### src/rtl/bus_byte_mailbox_pkg.sv
// Shared constants for the byte mailbox: register offsets, STAT/CTRL/ERR bit
// positions, access FSM states and the write-lane helper.
package mbox_pkg;

    localparam logic [3:0] OFF_DATA = 4'h0;
    localparam logic [3:0] OFF_STAT = 4'h4;
    localparam logic [3:0] OFF_CTRL = 4'h8;
    localparam logic [3:0] OFF_ERR  = 4'hC;

    localparam int STAT_TX_FULL    = 0;
    localparam int STAT_TX_EMPTY   = 1;
    localparam int STAT_RX_EMPTY   = 2;
    localparam int STAT_RX_FULL    = 3;
    localparam int STAT_RX_CNT_LSB = 8;
    localparam int STAT_TX_CNT_LSB = 16;

    localparam int CTRL_RX_IRQ_EN  = 0;
    localparam int CTRL_TXE_IRQ_EN = 1;
    localparam int CTRL_CLR_TX     = 4;
    localparam int CTRL_CLR_RX     = 5;

    localparam int ERR_TX_OVF = 0;
    localparam int ERR_RX_UNF = 1;

    typedef enum logic [1:0] {
        ST_IDLE  = 2'd0,
        ST_GRANT = 2'd1,
        ST_RESP  = 2'd2
    } state_t;

    // Byte from the lowest enabled lane; zero when no lane is enabled.
    function automatic logic [7:0] low_lane(
        input logic [3:0]  be,
        input logic [31:0] d
    );
        logic [7:0] b;
        b = 8'h00;
        for (int i = 3; i >= 0; i--) begin
            if (be[i]) b = d[8*i +: 8];
        end
        return b;
    endfunction

endpackage

### src/rtl/bus_byte_mailbox_if.sv
// Request/grant/response bus used by the mailbox register window.
interface bus_byte_mailbox_if;

    logic        req;
    logic        we;
    logic [31:0] addr;
    logic [3:0]  be;
    logic [31:0] wdata;
    logic        gnt;
    logic        rvalid;
    logic [31:0] rdata;

    modport master (
        output req, we, addr, be, wdata,
        input  gnt, rvalid, rdata
    );

    modport slave (
        input  req, we, addr, be, wdata,
        output gnt, rvalid, rdata
    );

endinterface

### src/rtl/byte_fifo.sv
// Byte FIFO with synchronous clear; push is accepted when full if a pop
// happens in the same cycle.
module byte_fifo #(
    parameter int DEPTH = 8
) (
    input  logic                   clk,
    input  logic                   rst,
    input  logic                   push,
    input  logic                   pop,
    input  logic                   clr,
    input  logic [7:0]             din,
    output logic [7:0]             dout,
    output logic                   full,
    output logic                   empty,
    output logic [$clog2(DEPTH):0] count
);

    localparam int AW = $clog2(DEPTH);

    logic [7:0]    mem [DEPTH];
    logic [AW-1:0] wptr;
    logic [AW-1:0] rptr;
    logic          do_push;
    logic          do_pop;

    assign empty   = (count == '0);
    assign full    = (count == (AW+1)'(DEPTH));
    assign do_pop  = pop & !empty;
    assign do_push = push & (!full | do_pop);
    assign dout    = mem[rptr];

    always_ff @(posedge clk) begin
        if (rst || clr) begin
            wptr  <= '0;
            rptr  <= '0;
            count <= '0;
        end else begin
            if (do_push) wptr <= wptr + AW'(1);
            if (do_pop)  rptr <= rptr + AW'(1);
            count <= count + (AW+1)'(do_push) - (AW+1)'(do_pop);
        end
    end

    always_ff @(posedge clk) begin
        if (do_push && !clr) mem[wptr] <= din;
    end

endmodule

### src/rtl/bus_byte_mailbox.sv
// Byte mailbox: 16-byte register window over TX/RX byte FIFOs with interrupt.
// Define MBOX_ERR_EN to build the sticky ERR register (tx overflow, rx underflow).
module bus_byte_mailbox
    import mbox_pkg::*;
#(
    parameter logic [31:0] addrBase = 32'h0,
    parameter int          DEPTH    = 8
) (
    input  logic                     Clk,
    input  logic                     Rst,
    bus_byte_mailbox_if.slave        bus,
    output logic [7:0]               tx_data,
    output logic                     tx_valid,
    input  logic                     tx_ready,
    input  logic [7:0]               rx_data,
    input  logic                     rx_valid,
    output logic                     rx_ready,
    output logic                     Int
);

    localparam int CW = $clog2(DEPTH) + 1;

    state_t        state;
    state_t        state_nx;
    logic          gnt;
    logic          rvalid;
    logic          hit;
    logic          acc;
    logic [3:0]    off;
    logic [7:0]    wbyte;
    logic          wr_data;
    logic          rd_data;
    logic          wr_ctrl;
    logic          rd_err;
    logic          rx_irq_en;
    logic          txe_irq_en;
    logic          clr_tx;
    logic          clr_rx;
    logic          tx_push;
    logic          tx_pop;
    logic          rx_push;
    logic          rx_pop;
    logic          tx_full;
    logic          tx_empty;
    logic          rx_full;
    logic          rx_empty;
    logic [7:0]    rx_head;
    logic [CW-1:0] tx_count;
    logic [CW-1:0] rx_count;
    logic [31:0]   stat_word;
    logic [31:0]   ctrl_word;
    logic [31:0]   err_word;
    logic [31:0]   rdata_q;
    logic [31:0]   rdata_nx;
    logic          unused_addr;

    assign unused_addr = ^bus.addr[1:0];

    assign hit   = (bus.addr[31:4] == addrBase[31:4]);
    assign off   = {bus.addr[3:2], 2'b00};
    assign wbyte = low_lane(bus.be, bus.wdata);
    assign acc   = gnt & hit & (|bus.be);

    always_ff @(posedge Clk) begin
        if (Rst) state <= ST_IDLE;
        else     state <= state_nx;
    end

    always_comb begin
        state_nx = state;
        gnt      = 1'b0;
        rvalid   = 1'b0;
        unique case (state)
            ST_IDLE: begin
                if (bus.req) state_nx = ST_GRANT;
            end
            ST_GRANT: begin
                gnt      = 1'b1;
                state_nx = ST_RESP;
            end
            ST_RESP: begin
                rvalid   = 1'b1;
                state_nx = ST_IDLE;
            end
            default: state_nx = ST_IDLE;
        endcase
    end

    assign bus.gnt    = gnt;
    assign bus.rvalid = rvalid;
    assign bus.rdata  = rdata_q;

    always_comb begin
        stat_word = '0;
        stat_word[STAT_TX_FULL]  = tx_full;
        stat_word[STAT_TX_EMPTY] = tx_empty;
        stat_word[STAT_RX_EMPTY] = rx_empty;
        stat_word[STAT_RX_FULL]  = rx_full;
        stat_word[STAT_RX_CNT_LSB +: 8] = 8'(rx_count);
        stat_word[STAT_TX_CNT_LSB +: 8] = 8'(tx_count);
        ctrl_word = '0;
        ctrl_word[CTRL_RX_IRQ_EN]  = rx_irq_en;
        ctrl_word[CTRL_TXE_IRQ_EN] = txe_irq_en;
    end

    // Register decode; only meaningful while granting a hit with any byte lane.
    always_comb begin
        wr_data  = 1'b0;
        rd_data  = 1'b0;
        wr_ctrl  = 1'b0;
        rd_err   = 1'b0;
        rdata_nx = '0;
        if (acc) begin
            unique case (off)
                OFF_DATA: begin
                    if (bus.we) begin
                        wr_data = 1'b1;
                    end else begin
                        rd_data = 1'b1;
                        if (!rx_empty) rdata_nx = {4{rx_head}};
                    end
                end
                OFF_STAT: begin
                    if (!bus.we) rdata_nx = stat_word;
                end
                OFF_CTRL: begin
                    if (bus.we) wr_ctrl  = 1'b1;
                    else        rdata_nx = ctrl_word;
                end
                OFF_ERR: begin
                    if (!bus.we) begin
                        rd_err   = 1'b1;
                        rdata_nx = err_word;
                    end
                end
                default: rdata_nx = '0;
            endcase
        end
    end

    assign clr_tx   = wr_ctrl & wbyte[CTRL_CLR_TX];
    assign clr_rx   = wr_ctrl & wbyte[CTRL_CLR_RX];
    assign tx_push  = wr_data;
    assign tx_valid = !tx_empty;
    assign tx_pop   = tx_valid & tx_ready;
    assign rx_pop   = rd_data & !rx_empty;
    // A bus pop in this cycle frees a slot, so a full RX can still take a byte.
    assign rx_ready = !rx_full | rx_pop;
    assign rx_push  = rx_valid & rx_ready;

    byte_fifo #(.DEPTH(DEPTH)) u_tx (
        .clk   (Clk),
        .rst   (Rst),
        .push  (tx_push),
        .pop   (tx_pop),
        .clr   (clr_tx),
        .din   (wbyte),
        .dout  (tx_data),
        .full  (tx_full),
        .empty (tx_empty),
        .count (tx_count)
    );

    byte_fifo #(.DEPTH(DEPTH)) u_rx (
        .clk   (Clk),
        .rst   (Rst),
        .push  (rx_push),
        .pop   (rx_pop),
        .clr   (clr_rx),
        .din   (rx_data),
        .dout  (rx_head),
        .full  (rx_full),
        .empty (rx_empty),
        .count (rx_count)
    );

    always_ff @(posedge Clk) begin
        if (Rst) begin
            rdata_q    <= '0;
            rx_irq_en  <= 1'b0;
            txe_irq_en <= 1'b0;
            Int        <= 1'b0;
        end else begin
            if (gnt) rdata_q <= rdata_nx;
            if (wr_ctrl) begin
                rx_irq_en  <= wbyte[CTRL_RX_IRQ_EN];
                txe_irq_en <= wbyte[CTRL_TXE_IRQ_EN];
            end
            Int <= (rx_irq_en & !rx_empty) | (txe_irq_en & tx_empty);
        end
    end

`ifdef MBOX_ERR_EN
    logic tx_ovf;
    logic rx_unf;

    always_ff @(posedge Clk) begin
        if (Rst || rd_err) begin
            tx_ovf <= 1'b0;
            rx_unf <= 1'b0;
        end else begin
            if (wr_data && tx_full && !tx_pop) tx_ovf <= 1'b1;
            if (rd_data && rx_empty)           rx_unf <= 1'b1;
        end
    end

    always_comb begin
        err_word = '0;
        err_word[ERR_TX_OVF] = tx_ovf;
        err_word[ERR_RX_UNF] = rx_unf;
    end
`else
    logic unused_err;

    assign unused_err = rd_err;
    assign err_word   = '0;
`endif

endmodule

### src/flat_wrapper.sv
// flat-port wrapper written by rule: the top's interface ports become plain ports
module bus_byte_mailbox_flat import mbox_pkg::*;
#(
    parameter logic [31:0] addrBase = 32'h0,
    parameter int          DEPTH    = 8
)
  (Clk, Rst, tx_data, tx_valid, tx_ready, rx_data, rx_valid, rx_ready, Int, bus_req, bus_we, bus_addr, bus_be, bus_wdata, bus_gnt, bus_rvalid, bus_rdata);
  bus_byte_mailbox_if bus_i ();
  input  logic Clk;
  input  logic Rst;
  output logic [7:0] tx_data;
  output logic tx_valid;
  input  logic tx_ready;
  input  logic [7:0] rx_data;
  input  logic rx_valid;
  output logic rx_ready;
  output logic Int;
  input wire logic [$bits(bus_i.req)-1:0] bus_req;
  input wire logic [$bits(bus_i.we)-1:0] bus_we;
  input wire logic [$bits(bus_i.addr)-1:0] bus_addr;
  input wire logic [$bits(bus_i.be)-1:0] bus_be;
  input wire logic [$bits(bus_i.wdata)-1:0] bus_wdata;
  output wire logic [$bits(bus_i.gnt)-1:0] bus_gnt;
  output wire logic [$bits(bus_i.rvalid)-1:0] bus_rvalid;
  output wire logic [$bits(bus_i.rdata)-1:0] bus_rdata;
  assign bus_i.req = bus_req;
  assign bus_i.we = bus_we;
  assign bus_i.addr = bus_addr;
  assign bus_i.be = bus_be;
  assign bus_i.wdata = bus_wdata;
  assign bus_gnt = bus_i.gnt;
  assign bus_rvalid = bus_i.rvalid;
  assign bus_rdata = bus_i.rdata;
  bus_byte_mailbox #(.addrBase(addrBase), .DEPTH(DEPTH)) u_core (.Clk(Clk), .Rst(Rst), .bus(bus_i), .tx_data(tx_data), .tx_valid(tx_valid), .tx_ready(tx_ready), .rx_data(rx_data), .rx_valid(rx_valid), .rx_ready(rx_ready), .Int(Int));
endmodule
### config.mk
export PLATFORM = sky130hd
export DESIGN_NAME = bus_byte_mailbox_flat
export DESIGN_NICKNAME = d
export VERILOG_FILES = /design/src/rtl/bus_byte_mailbox_pkg.sv /design/src/rtl/bus_byte_mailbox_if.sv /design/src/rtl/byte_fifo.sv /design/src/rtl/bus_byte_mailbox.sv /design/src/flat_wrapper.sv
export SDC_FILE = /design/constraint.sdc
export NUM_CORES = 1
export LEC_CHECK = 0
export CORE_ASPECT_RATIO = 1.4
export CORE_MARGIN = 3
export CORE_UTILIZATION = 31
export CTS_BUF_LIST = sky130_fd_sc_hd__clkbuf_8
export DETAILED_ROUTE_END_ITERATION = 12
export HOLD_SLACK_MARGIN = 0.1
export SETUP_SLACK_MARGIN = 0.15
export SLEW_MARGIN = 25
export SYNTH_ARGS = -nofsm -noshare
export SYNTH_HDL_FRONTEND = slang
export SYNTH_SLANG_ARGS = --single-unit
export TNS_END_PERCENT = 1
### constraint.sdc
create_clock -name Clk -period 4.6 [get_ports Clk]
set_clock_uncertainty 0.1 [all_clocks]
set_input_delay 0.92 -clock Clk [delete_from_list [all_inputs] [get_ports Clk]]
set_output_delay 0.92 -clock Clk [all_outputs]
set_load 0.1 [all_outputs]
Yosys cells after proc, flatten, opt, wreduce, memory -nomap -nowiden:

Memory sizes are Yosys's and may differ from the RTL's. A register that Yosys moved wholly into a read port is not among the register bits.
Index checks and enable logic that the tools add are counted.

* register bits after elaboration: 57
* RAM bits: 128
* input port bits: 82
* output and inout port bits: 45
* word-level logic and storage cells: 91
* memories kept: 2

Memory list
* u_core.u_rx.mem: depth 8, bits a word 8, rd ports 1, clocked after Yosys merged registers in 1, wr ports 1, RTL line byte_fifo.sv:20 `logic [7:0] mem [DEPTH];`
* u_core.u_tx.mem: depth 8, bits a word 8, rd ports 1, clocked after Yosys merged registers in 1, wr ports 1, RTL line byte_fifo.sv:20

* add/sub/neg operators: 8
* equal/unequal tests: 7
* mux-type cells: 30
* bitwise operators: 17
* reduce and logical (&&, ||, !) cells: 16

Operator list (number)
* $mux W32: 3
* $pmux W32 S3: 1
* $mux W8: 4
* $logic_not A28 Y1: 1
* $mux W20: 1
* $mux W1: 14
* $and A1 B1 Y1: 13
* $add A3 B1 Y3 const B: 4
* $logic_not A4 Y1: 3
* $mux W3: 4
* $add A4 B1 Y4: 2
* $eq A4 B4 Y1 const B: 2
* $sub A4 B1 Y4: 2
* $logic_not A1 Y1: 6
* $eq A2 B1 Y1 const B: 2
* $eq A2 B2 Y1 const B: 2
* $mux W2: 2
* $or A1 B1 Y1: 4
* $pmux W2 S2: 1
* $reduce_or A4 Y1: 1
* $logic_and A1 B1 Y1: 2
* $logic_not A2 Y1: 1
* $logic_or A1 B1 Y1: 2
* $ne A2 B2 Y1 const B: 1

Logic depth before layout (Yosys ltp):

* depth after elaboration: 12
* depth in mapped cells: 13

Cells and area by module:

Synthesis repeated with hierarchy kept, for this count alone.

* cells, all modules: 543
* area total of the unflattened synthesis: 7877.6 um2

By module, submodules not included
* byte_fifo: instances 2, cells each 178, area each 3193.1 um2, seq. area each 2182.1 um2
* bus_byte_mailbox: instances 1, cells each 187, area each 1491.4 um2, seq. area each 500.5 um2

Worst setup path before layout:

OpenSTA, ideal clock, no wires.

* path kind: input port to output port
* start point: input port bus_addr[25]
* end point: output port rx_ready
* data arrival time: 3.009 ns
* data required time: 3.580 ns
* setup slack: 0.571 ns
* stages: 5
* cell sequence: or4_1 > nor3_4 > nor4b_4 > buf_6 > nand2b_1

* word-level cells in the longest chain between the ends: 6

RTL lines
* from (decl): RTL line flat_wrapper.sv:20 `input wire logic [$bits(bus_i.addr)-1:0] bus_addr;`
* $logic_not A28 Y1: RTL line bus_byte_mailbox.sv:59 `assign hit = (bus.addr[31:4] == addrBase[31:4]);`
* $and A1 B1 Y1 (2 in series): RTL line bus_byte_mailbox.sv:62 `assign acc = gnt & hit & (|bus.be);`
* $mux W1: RTL line bus_byte_mailbox.sv:113 `if (acc) begin`
* $and A1 B1 Y1: RTL line bus_byte_mailbox.sv:146 `assign rx_pop = rd_data & !rx_empty;`
* $or A1 B1 Y1: RTL line bus_byte_mailbox.sv:148 `assign rx_ready = !rx_full | rx_pop;`
* to (decl): RTL line flat_wrapper.sv:16 `output logic rx_ready;`

No other way between the ends.

Final worst setup path:

* start point: input port bus_addr[8]
* end point: output port rx_ready

The elaborated chain is that of the path after synthesis.

==> metrics.txt <==
met3 routed WL=773 µm; site row count=67; multi-input logic area=0.00252 mm²; final setup violation count=0; Setup Buffers After CTS=0; post-CTS sizing=0; Final ANT Viol Nets=0; Max Slew Vio Count=0; clock root buffer=clkbuf_8; final WL=18.0 mm; Top Family by Delay on Critical Path=simple AND/OR/NAND/NOR gates; syn avg cell area=14.8 µm²; Routed WL per cell=18.5 µm; post-synthesis sequential area ratio=63.6%; chip height=192 µm; Critical Path AT=2990 ps; CTS Buf Count=17; synthesized instance count=516; final hold slack=355 ps; initial antenna violation count=0; Hold Path Class=reg2reg; Worst R2R Start=u_core.state[1]$_SDFFE_PP0P_; first-pass GRT wire length=28.4 mm; Total GRT Usage=13.9%; critical path type=in2out; Crit path buffers/inverters=2; Compound-Gate Fraction of Synth Area=6.23%; FF-to-FF End=u_core.u_rx.count[2]$_SDFF_PP0_; Post-Synth Simple-Gate Area=10.1%; Worst-path clk slew=100 ps; die area=0.0266 mm²; total of max-cap violations=0; synth unique cells=55; Max Clock Freq=0.250 GHz; met1 WL=7.25 mm; Starting Density=31.7%; count leader, synth=edfxtp_1; Synth Cell Area=0.00765 mm²; layout cells sized above 1=19.2%; Post-Synth XOR/XNOR Area=1.03%; ant diodes=0; reg2reg setup slack=1310 ps; Post-Syn Nets=616; Worst EP required=3580 ps; Met2 Routed Length=9.66 mm; Post-synth EDFFs=128; P&R area growth vs syn=26.1%; Reg area=0.00487 mm²; Synth Flop Type=edfxtp_1; minimum clock period after layout=4010 ps; DR vias=4767; CTS Sinks=179; IO Port Bufs=124; hpwl dp=13.3 mm; Lkg Pwr=3.22 nW; DR DRC count=0; fin cells=973; largest net degree at the start of global routing=23; grt ovf=0; Top Metal Used=met4; Critical path destination=rx_ready; layout net count=750; IO Count=127; Area after DPL=0.00927 mm²; top cells by instance count after synthesis=edfxtp_1 (128), dfxtp_1 (51), nor2_1 (45); post-route clock period utilization=87.1%; ys async rst share=0%; worst slew pin tran=1050 ps; chip width=139 µm; leading area contributor after synthesis=edfxtp_1; TritonCTS clock tree=done; Post-CTS Hold Buffers=0; largest cells by area after synthesis=edfxtp_1 (50%), dfxtp_1 (13%), mux4_2 (9.4%); status=finished, final reports clean; Setup crit start=bus_addr[8]; crit path cell chain=clkdlybuf4s50_1 -> nor4_1 -> nand2_1 -> nor4b_4 -> nand2b_1 -> buf_12; final hold vios=0; drt initial violations=257; routed vias/inst=4.90; GPL Wtd Cong=0.843; Setup TNS Final=0 ps; mux contribution to synthesized area=12.4%; crit path capture type=output pin; post-synth top area share=50.2%; Worst VDD drop=0.000242 V; number of cells on the critical path=6; first-pass detailed-route iteration total=4; Final Instance Area=0.00965 mm²; crit-path max FO=5; adder-cell share of the synthesized area=3.14%; pwr dens=399 mW/mm²; YS warnings=0; clock buffer depth=2; worst r2r path cells=12; Placed Cells=941; Seq cells post-synth=179; vias in the first global route=5042; # fillers=2232; largest family of logic cells by synthesized area=multiplexers; CP max-delay cell=nor4_1; H-tree lvl count=4; relative slew slack=29.9%; Worst path max stage delay=490 ps; core footprint=0.0241 mm²; clock latency at the later pin of the worst-skew pair=470 ps; unrepaired setup endpoints after global routing=no; Startpoint Class=input port
[cell type report]
type                       instances  area share [%]
sequential                       179            50.4
multi-input combinational        281            26.1
timing repair buffer             148            14.6
tap                              310            4.02
clock buffer                      17            2.42
clock inverter                    15            1.49
inverter                          23           0.894
[where the power goes]
part           internal [mW]  switching, mW  leakage, nW
Sequential              1.80         0.0608         1.55
Combinational          0.380          0.599         1.48
Clock                  0.396          0.613        0.183
Total                   2.58           1.27         3.22
[placed cells by master (no fill, tap or decap), drive strengths merged, types with 3 or more instances in the layout]
cell type / n
edfxtp: 128
clkdlybuf4s50: 115
dfxtp: 51
nor2: 45
buf: 33
mux4: 32
inv: 29
nand2: 21
nor4: 18
clkbuf: 17
mux2: 16
ha: 16
a21oi: 15
a22oi: 11
o21ai: 10
nand2b: 9
nor2b: 7
a221o: 7
nor3: 6
clkinv: 6
nor3b: 5
nand3: 5
xnor2: 5
mux2i: 5
a21o: 4
xor2: 4
nor4b: 4
and2: 3
a221oi: 3
and3: 3
a32oi: 3
o211ai: 3
clkinvlp: 3
o31ai: 3
[cells by family (layout without fill, tap and decap cells)]
family                     count (synthesis)  count (layout)
muxes                                     53              53
AOI/OAI and AO/OA                         65              65
DFF                                      179             179
and+or+nand+nor                          136             136
buffers and inverters                     56             203
xor gates and xnor gates                   9               9
adders and majority gates                 18              18
[metrics by stage]
| stage | utilization, % | setup WS, ps | total power, mW |
|---|---|---|---|
| after floorplan | - | 571 | 2.59 |
| after global placement | 38.4 | 515 | 2.86 |
| after detailed placement | 38.4 | 405 | 2.88 |
| after CTS | 40.0 | 496 | 3.89 |
| after global routing | 40.0 | 433 | 4.04 |
| final | 40.0 | 593 | 3.85 |
[worst min path at each step]
| stage | startpoint | end | slack (ps) | cells after the start |
|---|---|---|---|---|
| final | u_core.state[1]$_SDFFE_PP0P_ | u_core.state[0]$_SDFFE_PP0P_ | 350 | 1 |
| after global routing | u_core.state[0]$_SDFFE_PP0P_ | u_core.state[0]$_SDFFE_PP0P_ | 400 | 1 |
| after CTS | u_core.state[1]$_SDFFE_PP0P_ | u_core.state[0]$_SDFFE_PP0P_ | 360 | 1 |
| after detailed placement | u_core.state[1]$_SDFFE_PP0P_ | u_core.state[0]$_SDFFE_PP0P_ | 350 | 1 |
| after global placement | u_core.state[1]$_SDFFE_PP0P_ | u_core.state[0]$_SDFFE_PP0P_ | 320 | 1 |
| after floorplan | u_core.state[1]$_SDFFE_PP0P_ | u_core.state[0]$_SDFFE_PP0P_ | 310 | 1 |
[sequential cells by signal, summed over array words and instances, names as in the netlist, named ones only]
name,flops
u_core.Int,1
u_core.u_tx.wptr,3
u_core.u_rx.wptr,3
u_core.u_tx.rptr,3
u_core.u_rx.count,4
u_core.bus.rdata,20
u_core.rx_irq_en,1
u_core.u_tx.mem,64
u_core.u_rx.rptr,3
u_core.txe_irq_en,1
u_core.u_tx.count,4
u_core.state,2
u_core.u_rx.mem,64
[routing by layer]
layer | GRT usage, % | up-vias
li1 | - | 2236
met4 | 4.89 | 0
met2 | 25.8 | 130
met5 | 0 | -
met1 | 15.9 | 2377
met3 | 2.67 | 24
Power figures use the tool's default switching activity.
